**config.mk**
```make
export PLATFORM = sky130hd
export DESIGN_NAME = bit_engine
export DESIGN_NICKNAME = d
export VERILOG_FILES = /design/src/rtl/bit_engine.sv
export SDC_FILE = /design/constraint.sdc
export NUM_CORES = 1
export LEC_CHECK = 0
export ABC_AREA = 1
export BUFFER_PORTS_ARGS = -buffer_cell sky130_fd_sc_hd__clkbuf_2
export CAP_MARGIN = 20
export CORE_MARGIN = 10
export CORE_UTILIZATION = 29
export DETAILED_ROUTE_END_ITERATION = 12
export PLACE_DENSITY = 0.52
export SYNTH_ARGS = -nofsm -noshare
export SYNTH_HDL_FRONTEND = slang
export SYNTH_SLANG_ARGS = --single-unit
export TNS_END_PERCENT = 30
```
**constraint.sdc**
```tcl
create_clock -name clk -period 1.3 [get_ports clk]
set_input_delay 0.195 -clock clk [delete_from_list [all_inputs] [get_ports clk]]
set_output_delay 0.195 -clock clk [all_outputs]
set_load 0.005 [all_outputs]
```
**src/rtl/bit_engine.sv**
```systemverilog
// bit_engine: W-bit operand engine running one of four bit-serial operations, one bit per clock.
// Latency: W+2 cycles from accepted start to done for modes 00/10; k+2 cycles for modes 01/11 with k steps.
// Backpressure: none; start is only accepted in IDLE or DONE and is ignored while RUN is active.
//
// Ports:
//   clk, rst     rising-edge clock, synchronous active-high reset
//   x, on        operand and operation select, captured on the accepted start
//   start        level-sampled start request
//   y, s, b      result register, step count (0..W), mode flag
//   active       high while in RUN
//   regime       operation latched at the accepted start
//   done         one-cycle pulse on the first cycle of DONE
//
// Build option: BIT_ENGINE_REVERSE_EN enables mode 10 (bit reverse + palindrome flag).
// Without it, mode 10 runs as popcount while regime still reports 10.
module bit_engine #(
  parameter int W = 8,
  localparam int SW = $clog2(W + 1)
) (
  input  logic          clk,
  input  logic          rst,
  input  logic [W-1:0]  x,
  input  logic [1:0]    on,
  input  logic          start,
  output logic [W-1:0]  y,
  output logic [SW-1:0] s,
  output logic          b,
  output logic          active,
  output logic [1:0]    regime,
  output logic          done
);

  typedef enum logic [1:0] {IDLE, RUN, DONE} state_t;

  state_t        state, state_nxt;
  logic [SW-1:0] it;
  logic [1:0]    mode;     // operation actually executed
  logic          at_end;   // all W steps taken
  logic          term;
  logic [SW-1:0] s_pc;     // popcount running sum including current LSB

`ifdef BIT_ENGINE_REVERSE_EN
  logic [W-1:0]  t;        // bits still to be fed into y, LSB first
  logic [W-1:0]  xc;       // operand copy for the palindrome check
`endif

  assign active = (state == RUN);
  assign at_end = (it == SW'(W));
  assign s_pc   = s + SW'(y[0]);

  always_comb begin
`ifdef BIT_ENGINE_REVERSE_EN
    mode = regime;
`else
    mode = (regime == 2'b10) ? 2'b00 : regime;
`endif
  end

  // Termination is evaluated before any step in a RUN cycle.
  always_comb begin
    term = at_end;
    case (mode)
      2'b01:   term = y[W-1] | at_end;
      2'b11:   term = y[0] | at_end;
      default: term = at_end;
    endcase
  end

  always_comb begin
    state_nxt = state;
    case (state)
      IDLE:    if (start) state_nxt = RUN;
      RUN:     if (term)  state_nxt = DONE;
      DONE:    if (start) state_nxt = RUN;
      default: state_nxt = IDLE;
    endcase
  end

  always_ff @(posedge clk) begin
    if (rst) state <= IDLE;
    else     state <= state_nxt;
  end

  always_ff @(posedge clk) begin
    if (rst) begin
      y      <= '0;
      s      <= '0;
      b      <= 1'b0;
      regime <= 2'b00;
      done   <= 1'b0;
      it     <= '0;
`ifdef BIT_ENGINE_REVERSE_EN
      t      <= '0;
      xc     <= '0;
`endif
    end else begin
      done <= 1'b0;
      if (state != RUN) begin
        if (start) begin
          y      <= x;
          s      <= '0;
          b      <= 1'b0;
          it     <= '0;
          regime <= on;
`ifdef BIT_ENGINE_REVERSE_EN
          t      <= x;
          xc     <= x;
`endif
        end
      end else if (term) begin
        // Final cycle of RUN: no data step, only the end-of-operation flag.
        done <= 1'b1;
        case (mode)
          2'b01:   b <= ~y[W-1];   // never found a leading one: operand was zero
          2'b11:   b <= ~y[0];     // never found a trailing one: operand was zero
`ifdef BIT_ENGINE_REVERSE_EN
          2'b10:   b <= (y == xc);
`endif
          default: ;
        endcase
      end else begin
        it <= it + SW'(1);
        case (mode)
          2'b00: begin
            y <= {y[0], y[W-1:1]};
            s <= s_pc;
            b <= s_pc[0];
          end
          2'b01: begin
            y <= {y[W-2:0], 1'b0};
            s <= s + SW'(1);
          end
          2'b11: begin
            y <= {1'b0, y[W-1:1]};
            s <= s + SW'(1);
          end
`ifdef BIT_ENGINE_REVERSE_EN
          2'b10: begin
            y <= {y[W-2:0], t[0]};
            t <= {1'b0, t[W-1:1]};
            s <= s + SW'(1);
          end
`endif
          default: ;
        endcase
      end
    end
  end

endmodule

```
======== Yosys cells after proc, flatten, opt, wreduce, memory -nomap -nowiden ========
Index checks and enable logic that the tools add are counted.
Widths: inputs -> output; s select.
storage, ports and cells
  flip-flop bits (word level) ............. 22
  latch bits .............................. 0
  bits in writable memories ............... 0
  ROM bits ................................ 0
  output and inout port bits .............. 17
  memories kept ........................... 0
operators by class
  add/subtract/negate cells ............... 3
  multipliers ............................. 0
  divide/modulo/power cells ............... 0
  $lt $le $gt $ge ......................... 0
  equal/unequal tests ..................... 12
  shift operators ......................... 0
  mux-type cells .......................... 21
  bitwise operators ....................... 4
  reductions and logical operators ........ 14
operators by type and width
  cell                 number
  $mux 8               3
  $pmux 8 s3           1
  $mux 4               5
  $reduce_and 3->1     3
  $add 4x1->4 const B  2
  $ne 2x1->1 const B   4
  $pmux 4 s2           1
  $eq 2x2->1 const B   3
  $mux 2               3
  $reduce_and 2->1     3
  $reduce_bool 3->1    2
  $reduce_or 2->1      3
  $mux 1               5
  $add 4x1->4          1
  $eq 2x1->1 const B   2
  $eq 4x4->1 const B   1
  $logic_not 2->1      2
  $ne 4x1->1 const B   1
  $pmux 1 s2           2
  $pmux 2 s2           1
  $reduce_bool 4->1    1
  $ne 2x2->1 const B   1
  $not 1->1            2
  $or 1x1->1           2

======== Longest topological paths before layout ========
Gate-level depths: netlist (run 1).
  depth in word-level cells ............... 7
  gate-level depth with buffers ........... 9
  mapped depth without buffers ............ 8

======== Worst setup path before layout (run 1) ========
Ideal clock, no wire load.
  path kind ............................... register to register
  start point ............................. reg regime[0]
  end point ............................... reg y[0]
  setup time .............................. 0.113 ns
  arrival ................................. 1.161 ns
  setup slack ............................. 0.026 ns
  cell stages (with the launch flop) ...... 10
  cell sequence ........................... dfxtp_1 > buf_6 > nand2_4 > nand2_4 > nand3_4 > nand3_4 > nand2_4 > buf_8 > o21ai_1 > nor2_1
between the ends
  cells in the longest elaborated chain, start to end .. 6
  elaborated cells on any way between the ends .. 12
  classes of those cells .................. 4 x eq/ne; 5 x mux; 3 x reduce/logical
ends and longest elaborated chain
  item                                                         RTL line  text
  from (decl)                                                  29        output logic [1:0] regime,
  from (signal assigned)                                       104       regime <= on;
  $eq 2x2->1                                                   55        mode = (regime == 2'b10) ? 2'b00 : regime;
  $mux 2 (*)                                                   55
  $eq 2x2->1, or another cell as far along                     62, 123
  $pmux 1 s2 or $pmux 8 s3 (tied branches)                     62, 123
  $ne 2x1->1 (no source line) or $mux 8 (tied branches)        -
  $reduce_and 3->1 (no source line) or $mux 8 (tied branches)  -
  to (signal assigned)                                         125       y <= {y[0], y[W-1:1]};
  to (signal assigned)                                         130       y <= {y[W-2:0], 1'b0};
  to (signal assigned)                                         134       y <= {1'b0, y[W-1:1]};
  to (decl)                                                    25        output logic [W-1:0] y,
Mark *: on every way between the ends. The rest lies on a longest branch, timed or not. The select of a mux whose other input is x is not followed.
A chain may end at the register's enable or synchronous reset.

======== Worst setup path after layout (run 1) ========
  start point ............................. reg regime[0]
  end point ............................... reg it[3]
between the ends
  cells in the longest elaborated chain, start to end .. 6
  elaborated cells on any way between the ends .. 7
  classes of those cells .................. 4 x eq/ne; 2 x mux; 1 x reduce/logical
ends and longest elaborated chain
  item                                      RTL line  text
  $eq 2x2->1                                55
  $mux 2 (*)                                55
  $eq 2x2->1 or $eq 2x1->1 (tied branches)  62        case (mode)
  $pmux 1 s2 (*)                            62
  $ne 2x1->1 (no source line) (*)           -
  $reduce_and 2->1 (no source line) (*)     -
  to (signal assigned)                      122       it <= it + SW'(1);
  to (decl)                                 36        logic [SW-1:0] it;
Mark *: on every way between the ends. The rest lies on a longest branch, timed or not.

==> flow_summary.toml, run 1 <==
[clock_tree]
h-tree-depth = 1
path_clk_slew_ns = 0.09
cts_root_buf = "clkbuf_8"
clk_latency_ns = 0.28
cts_buffers = 3
clock_sinks = 22
clockBufferDepth = 2
cts_tree = "built"

[worst_setup_path]
cp.arrival_ns = 1.47
cp_data_required_time_ns = 1.50
critPathKind = "flop to flop"
endpoint_kind = "flop"
ff2ff_path_depth = 7
startpoint_type = "flop"
critical_path_peak_fanout = 6

[routing]
wire_per_inst_um = 13.6
drt_iter0_drc = 81
ant_nets = 0
dr_total_vias = 1343
dr.pass1.iters = 6
drc = 0
vias_per_cell = 4.71
routed_wl_um = 3870

[yosys]
synth_seq_area_share_pct = 33.2
synthFlopType = "dfxtp_1"
synth_top_area_share_pct = 33.2
synth_fp_nets = 198
syn_area_um2 = 1330
synthTopCellsByArea = "dfxtp_1 (33%), nand2_1 (9.1%), a21oi_2 (6.6%)"
syn_inst = 180
synth_most_common_cell = "nand2_1"
async_flop_share_pct = 0
synth_area_per_cell_um2 = 7.36
synth_edf_count = 0
yosysUniqueCellTypes = 22
ys_top_cells_by_count = "nand2_1 (32), nor2_1 (23), dfxtp_1 (22)"
synth_top_area_cell = "dfxtp_1"
synth.ff_latch_count = 22
ys_warn_count = 0

[finish]
fin_nets = 252
area_delta_synth_final_pct = 39.2
utilization_pct = 42.1
drive_above_1_share_pct = 46.4
nFillCells = 478
diodes = 0

[hold_path]
min_path_type = "input pin to flop"
min_path_cells = 3

[sta]
skew_ns = 0.00828
slew_violations = 0
worst_slack_ns = 0.0341
worst_slew_pin_slew_ns = 0.307
slew_headroom_pct = 79.4
grt_setup_unrepaired = "yes"
setup_viol = 0
fmax_ghz = 0.790
min_period_ns = 1.27
fin_tns_setup_ns = 0
timing.hold.ws_ns = 0.199
fin_crit_sh_pct = 97.4
hold_viol_final = 0

[floorplanning]
die_w_um = 87.6
coreArea_um2 = 4380
placementRows = 24
initial_core_util_pct = 30.2
io_pins = 30
die-area_um2 = 7670
die_y_um = 87.6

[grt]
grt_pass1_wl_um = 6160
antenna_found_initial = 0
groute.usage.overall_pct = 9.91
grt_pass1_vias = 1283
grt_overflow_total = 0
grt_max_degree = 13

[power_and_ir_drop]
switching_share_pct = 32.5
powerDensity_nw_per_um2 = 979
p_clk_share_pct = 28.7
p_switching_mw = 0.587
intPower_mw = 1.22
vdd_drop_max_v = 0.000480
leakage_nw = 0.853
comb_power_share_pct = 29.1
pwr-share-seq_pct = 42.2

[placed_design]
place_ws_ns = -0.0398
gp_congestion = 0.799
dp.final_hpwl_um = 2860
io_buffers = 29

[status]
status = "completed"

[job]
maxCapViolations = 0
## area by class of cell
cell class,count,area (um2),share of cell area (%)
Clock buffer,4,55.1,2.99
Sequential cell,22,448,24.3
Multi-Input combinational cell,138,852,46.2
Timing Repair Buffer,53,358,19.4
Inverter,16,66.3,3.60
Tap cell,52,65.1,3.53
## timing repair
| action | CTS | global route |
|---|---|---|
| endpoints found under the setup margin | 15 | 18 |
| resized for setup | 3 | 25 |
| setup buffers | 2 | 6 |
| pin swaps | 2 | 12 |
| hold buffers | 0 | 0 |
| cloned | 0 | 1 |
## layout by cell type (no fill, tap or decap), types with 2 or more instances in the layout
cell type	netlist	final
nand4_1	2	2
o21ai_0	11	8
nand3_2	0	2
clkbuf_8	0	4
clkbuf_2	0	29
nand3_4	3	3
nand3_1	14	12
inv_1	12	9
xor2_1	2	2
nand2_1	32	31
buf_12	0	2
dfxtp_1	22	18
ha_1	5	3
a21oi_2	10	10
nor2_1	23	20
nand2_2	13	12
nor2_2	0	2
o21ai_1	8	11
inv_2	4	5
buf_4	1	20
dfxtp_2	0	3
nand2_4	4	6
a21oi_1	9	9
buf_6	1	2
## per-stage QoR
step	cells	power [mW]	area, um2
2_1_floorplan	180	1.06	1330
3_3_place_gp	272	1.24	1630
3_5_place_dp	272	1.23	1630
4_1_cts	278	1.76	1710
5_1_grt	285	1.92	1840
6_report	285	1.81	1840
## worst paths after layout
kind                   from  endpoint  slack (ns)
setup reg to reg  regime[0]     it[3]        0.03
hold / removal        start  state[0]        0.20
hold reg to reg    state[1]  state[1]        0.49
setup / recovery  regime[0]     it[3]        0.03
## registers in the layout, summed over array words and instances (netlist names)
register  cells
b             1
done          1
it            4
regime        2
s             4
state         2
y             8
## critical path, stage by stage, from the launching register on
cell and delay [ns]:
dfxtp_2 0.34, buf_12 0.14, buf_12 0.12, nand3_4 0.11
nand3_4 0.13, inv_2 0.14, nand2_1 0.08, a21oi_2 0.14
## cell families after synthesis
logic type                 synth area share, %
xor gates and xnor gates                  1.32
buffers and inverters                     7.74
and+or+nand+nor                           35.8
adders and majority gates                 4.72
AOI/OAI and AO/OA                         17.2
DFF                                       33.2
## power groups by stage
stage	clock [mW]	sequential [mW]	combinational, mW
finish	0.518	0.763	0.525
global route	0.563	0.769	0.583
CTS	0.529	0.760	0.472
detailed placement	0	0.775	0.459
global placement	0	0.776	0.462
floorplan	0	0.777	0.285
## per-layer routing
layer	track usage, %	share of wire, %	vias up
met4	2.61	1.0	0
met1	12.1	45	608
met3	3.62	6.3	5
met2	16.0	47	29
li1	-	-	701
met5	0	0	-
Power figures use the tool's default switching activity.
==> inputs of run 2 (changes only) <==
Settings changed: BUFFER_PORTS_ARGS -buffer_cell sky130_fd_sc_hd__clkbuf_2 to not set, CORE_UTILIZATION 29 to 40, DONT_BUFFER_PORTS set to 1, PLACE_DENSITY 0.52 to 0.61.
==> run 2 against run 1 <==
Effect of this change:
- sequential share of layout area rose by 1.0 points
- worst setup slack got worse by 0.042 ns
- clock-buffer cell count fell by 1
- die area fell by 22%
- first-iteration DRC count rose by 27%
- clock skew rose by 0.0076 ns
- critical path type unchanged
- maximum frequency fell by 3.2%
- largest cell class unchanged
- largest power group unchanged
- via count fell by 4.8%
- critical path depth did not move
- the run now ends with hold timing, setup timing left
==> flow_summary.toml, run 2 (synthesis results as in run 1) <==
[status]
status = "finished, violations left"
violations = "hold timing, setup timing"

[clock_tree]
clk_latency_ns = 0.33
cts_root_buf = "clkbuf_4"
clockBufferDepth = 2
clock_sinks = 22
cts_buffers = 3
h-tree-depth = 1
path_clk_slew_ns = 0.14
cts_tree = "built"

[sta]
grt_setup_unrepaired = "yes"
fmax_ghz = 0.765
slew_violations = 0
slew_headroom_pct = 81.4
min_period_ns = 1.31
setup_viol = 2
skew_ns = 0.0159
fin_crit_sh_pct = 101
hold_viol_final = 12
timing.hold.ws_ns = -0.0906
worst_slack_ns = -0.00744
worst_slew_pin_slew_ns = 0.279

[worst_setup_path]
startpoint_type = "flop"
rrSetupSlack_ns = -0.007
critical_path_peak_fanout = 4
cp.arrival_ns = 1.56
endpoint_kind = "flop"
cp_data_required_time_ns = 1.56
critPathKind = "flop to flop"

[grt]
groute.usage.overall_pct = 12.0
antenna_found_initial = 0
grt_overflow_total = 0
grt_pass1_wl_um = 5990
grt_max_degree = 15
grt_pass1_vias = 1242

[power_and_ir_drop]
p_switching_mw = 0.560
power.total_mw = 1.82
p_clk_share_pct = 29.6
vdd_drop_max_v = 0.000664
leakage_nw = 0.770
switching_share_pct = 30.8
powerDensity_nw_per_um2 = 1020
comb_power_share_pct = 27.9
pwr-share-seq_pct = 42.5
intPower_mw = 1.26

[floorplanning]
coreArea_um2 = 3100
die_y_um = 77.6
initial_core_util_pct = 42.7
die_w_um = 77.6
placementRows = 20
io_pins = 30
die-area_um2 = 6010

[routing]
drt_iter0_drc = 103
vias_per_cell = 5.05
dr.pass1.iters = 4
dr_total_vias = 1278
ant_nets = 0
wire_per_inst_um = 14.6
routed_wl_um = 3680
drc = 0

[finish]
drive_above_1_share_pct = 42.6
fin_nets = 228
design_area_um2 = 1790
diodes = 0
final_cell_mix = "nand2_1 (30), nor2_1 (22), buf_4 (22), dfxtp_1 (16), nand2_2 (12)"
top_register = "y"
reg_top3 = "y (8), it (4), s (4)"
area_delta_synth_final_pct = 35.0
largest_register_ffs = 8
layout_commonest_cell = "nand2_1"
nFillCells = 289

[placed_design]
gp_congestion = 0.793
dpl_cell_area_um2 = 1490
dp.final_hpwl_um = 2540
place_ws_ns = -0.0326
io_buffers = 0

[job]
maxCapViolations = 0

[hold_path]
min_path_type = "input pin to flop"
==> run 2: path summary, 6_finish.rpt <==
kind                            start  endpoint  cells after the start
worst max-delay path             s[0]      s[2]                      7
worst min-delay path              rst      s[0]                      1
worst max register to register   s[0]      s[2]                      7
worst min register to register  it[3]     it[3]                      2
==> run 2: what timing repair did <==
action                                 4_1_cts  5_1_grt
pin swaps                                    3       11
cloned                                       2        1
setup endpoints to repair                   15       21
resized for setup                           10       27
buffers inserted                             4        5
endpoints found under the hold margin       12       12
==> run 2: stage by stage <==
step	setup TNS, ns	std cells	util (%)
2_1_floorplan	0	180	-
5_1_grt	-0.511	253	57.7
3_3_place_gp	-0.0498	237	47.9
6_report	-0.00778	253	57.7
4_1_cts	0	247	52.0
3_5_place_dp	-0.142	237	47.9
==> run 2: worst max-delay path, cell delays in order (launching register included) <==
cell	delay, ns
dfxtp_1	0.37
buf_4	0.16
ha_1	0.19
nand2_1	0.06
nand2_1	0.06
xor2_1	0.17
nand2_1	0.09
a21oi_2	0.13
==> run 2: metal layers <==
metal	vias to the layer above	GRT usage, %	routed length (um)
li1	652	-	-
met1	580	14.2	1480
met2	36	19.4	1800
met3	10	4.15	314
met4	0	5.11	88
met5	-	0	0
==> run 2: final cells by class <==
| class | instances | area, um2 | share of cell area (%) |
|---|---|---|---|
| Multi-Input combinational cell | 139 | 908 | 50.8 |
| Sequential cell | 22 | 453 | 25.3 |
| Timing Repair Buffer | 28 | 255 | 14.3 |
| Inverter | 16 | 65.1 | 3.64 |
| Tap cell | 44 | 55.1 | 3.08 |
| Clock inverter | 1 | 30.0 | 1.68 |
| Clock buffer | 3 | 22.5 | 1.26 |
==> run 2: power by group through the flow <==
stage	Clock, mW	Combinational, mW	Sequential [mW]
floorplan	0	0.285	0.777
global placement	0	0.388	0.780
detailed placement	0	0.394	0.780
CTS	0.553	0.441	0.767
global route	0.586	0.560	0.783
finish	0.538	0.508	0.773
==> inputs of run 3 (changes only) <==
Settings changed: ABC_AREA 1 to 0.
==> run 3 against run 2 <==
Effect of this change:
- the flow still finishes with violations (hold timing, setup timing)
- global-route usage decreased by 1.5 points
- critical path depth decreased by 2
- register-to-register slack got worse by 0.16 ns
- maximum frequency decreased by 11%
- first-iteration DRC count decreased by 31%
- clock power decreased by 28%
- critical endpoint is now s[3]
- sequential power decreased by 0.9%
- core utilization decreased by 3.3 points
- power decreased by 13%
==> flow_summary.toml, run 3 <==
[sta]
slew_headroom_pct = 78.8
skew_ns = 0.0130
setup_viol = 17
fin_crit_sh_pct = 113
fmax_ghz = 0.682
worst_slew_pin_slew_ns = 0.316
grt_setup_unrepaired = "yes"
timing.hold.ws_ns = -0.0845
min_period_ns = 1.47
worst_slack_ns = -0.166
slew_violations = 0
fin_tns_setup_ns = -2.06
hold_viol_final = 13

[status]
violations = "hold timing, setup timing"
status = "finished, violations left"

[yosys]
yosysUniqueCellTypes = 43
syn_inst = 135
ys_warn_count = 0
syn_area_um2 = 1320
synth_top_area_cell = "dfxtp_1"
synth_area_per_cell_um2 = 9.78
synth_top_area_share_pct = 33.4
synth_fp_nets = 153
async_flop_share_pct = 0
synthFlopType = "dfxtp_1"
synthTopCellsByArea = "dfxtp_1 (33%), mux2i_1 (6.8%), a221o_1 (6.1%)"
synth_most_common_cell = "dfxtp_1"
synth.ff_latch_count = 22
synth_edf_count = 0
synth_seq_area_share_pct = 33.4
ys_top_cells_by_count = "dfxtp_1 (22), a21oi_1 (11), nand3_1 (11), nor2_1 (11), mux2i_1 (9)"

[worst_setup_path]
cp.arrival_ns = 1.67
crit_slowest_cell = "dfxtp_4"
critical_path_peak_fanout = 5
critPathKind = "flop to flop"
crit_buf_inv = 1
path_cells = "mux2i_4 -> buf_4 -> o2111ai_4 -> nor2_1 -> a221o_1"
endpoint_kind = "flop"
slowest_delay_ns = 0.38
cp_data_required_time_ns = 1.51
ff2ff_path_depth = 5
cpLargestDelayFamily = "compound AO/OA/AOI/OAI gates"
startpoint_type = "flop"
crit_cells = 5

[clock_tree]
clock_sinks = 22
h-tree-depth = 1
path_clk_slew_ns = 0.13
cts_tree = "built"
cts_root_buf = "clkbuf_4"
cts_buffers = 3
clk_latency_ns = 0.32
clockBufferDepth = 2

[finish]
largest_register_ffs = 8
reg_top3 = "y (8), it (4), s (4)"
final_cells = 210
layout_commonest_cell = "buf_4"
utilization_pct = 54.3
top_register = "y"
nFillCells = 308
drive_above_1_share_pct = 40.4
final_cell_mix = "buf_4 (34), dfxtp_1 (18), nand3_1 (11), nor2_1 (11), mux2i_1 (9)"
design_area_um2 = 1690
fin_nets = 185
area_delta_synth_final_pct = 27.7
diodes = 0

[grt]
busiest_layer = "met2"
grt_util_met2_pct = 19.4
groute.usage.overall_pct = 10.6
grt_pass1_wl_um = 5400
met1_usage_pct = 11.6
grt_overflow_total = 0
grt_pass1_vias = 1139
antenna_found_initial = 0
grt_use_met3_pct = 3.69
grt_max_degree = 18

[power_and_ir_drop]
power.total_mw = 1.58
powerDensity_nw_per_um2 = 938
leakage_nw = 0.670
vdd_drop_max_v = 0.000533

[routing]
wire_per_inst_um = 15.4
drt_iter0_drc = 71
drc = 0
dr.pass1.iters = 4
ant_nets = 0
routed_wl_um = 3230
dr_total_vias = 1145
vias_per_cell = 5.45

[floorplanning]
io_pins = 30
placementRows = 20
die-area_um2 = 6000
coreArea_um2 = 3100
initial_core_util_pct = 42.5
die_w_um = 77.4
die_y_um = 77.4

[placed_design]
dp.final_hpwl_um = 2470
placedCellCount = 198
place_ws_ns = -0.200
gp_congestion = 0.872
io_buffers = 0
dpl_cell_area_um2 = 1530

[job]
maxCapViolations = 0

[hold_path]
min_path_type = "input pin to flop"
min_path_cells = 1
[run 3: report_power, final]
part	switching (mW)	leakage, nW	internal (mW)
combinational	0.202	0.468	0.226
clock	0.216	0.0210	0.171
sequential	0.0504	0.181	0.716
total	0.468	0.670	1.11
[run 3: path summary, 6_finish.rpt]
check              endpoint  slack, ns       from
setup / recovery       s[3]      -0.17  regime[1]
hold / removal    regime[1]      -0.08        rst
setup reg to reg       s[3]      -0.17  regime[1]
hold reg to reg           b       0.51          b
[run 3: area by class of cell]
cell class,count,area (um2),area share (%)
Multi-Input combinational cell,97,820,48.6
Clock buffer,4,36.3,2.15
Inverter,7,31.3,1.86
Timing Repair Buffer,36,295,17.5
Tap cell,44,55.1,3.27
Sequential cell,22,448,26.6
[run 3: logic make-up (layout without fill, tap and decap cells)]
| kind of cell | after synthesis | count (layout) | synth area share, % |
|---|---|---|---|
| AOI/OAI and AO/OA | 39 | 39 | 25.2 |
| buffers and inverters | 16 | 47 | 10.0 |
| and+or+nand+nor | 40 | 40 | 15.7 |
| DFF | 22 | 22 | 33.4 |
| adders and majority gates | 5 | 5 | 4.74 |
| muxes | 12 | 12 | 10.2 |
| xor gates and xnor gates | 1 | 1 | 0.664 |
[run 3: metal layers]
| layer | up-vias | share of wire [%] |
|---|---|---|
| met2 | 21 | 54 |
| met4 | 0 | 0.46 |
| li1 | 572 | - |
| met3 | 2 | 5.3 |
| met1 | 550 | 40 |
| met5 | - | 0 |
[run 3: what timing repair did]
item | CTS | global route
endpoints found under the hold margin | 13 | 13
resized for setup | 6 | 9
buffers inserted | 8 | 0
setup endpoints to repair | 19 | 22
pin swaps | 8 | 6
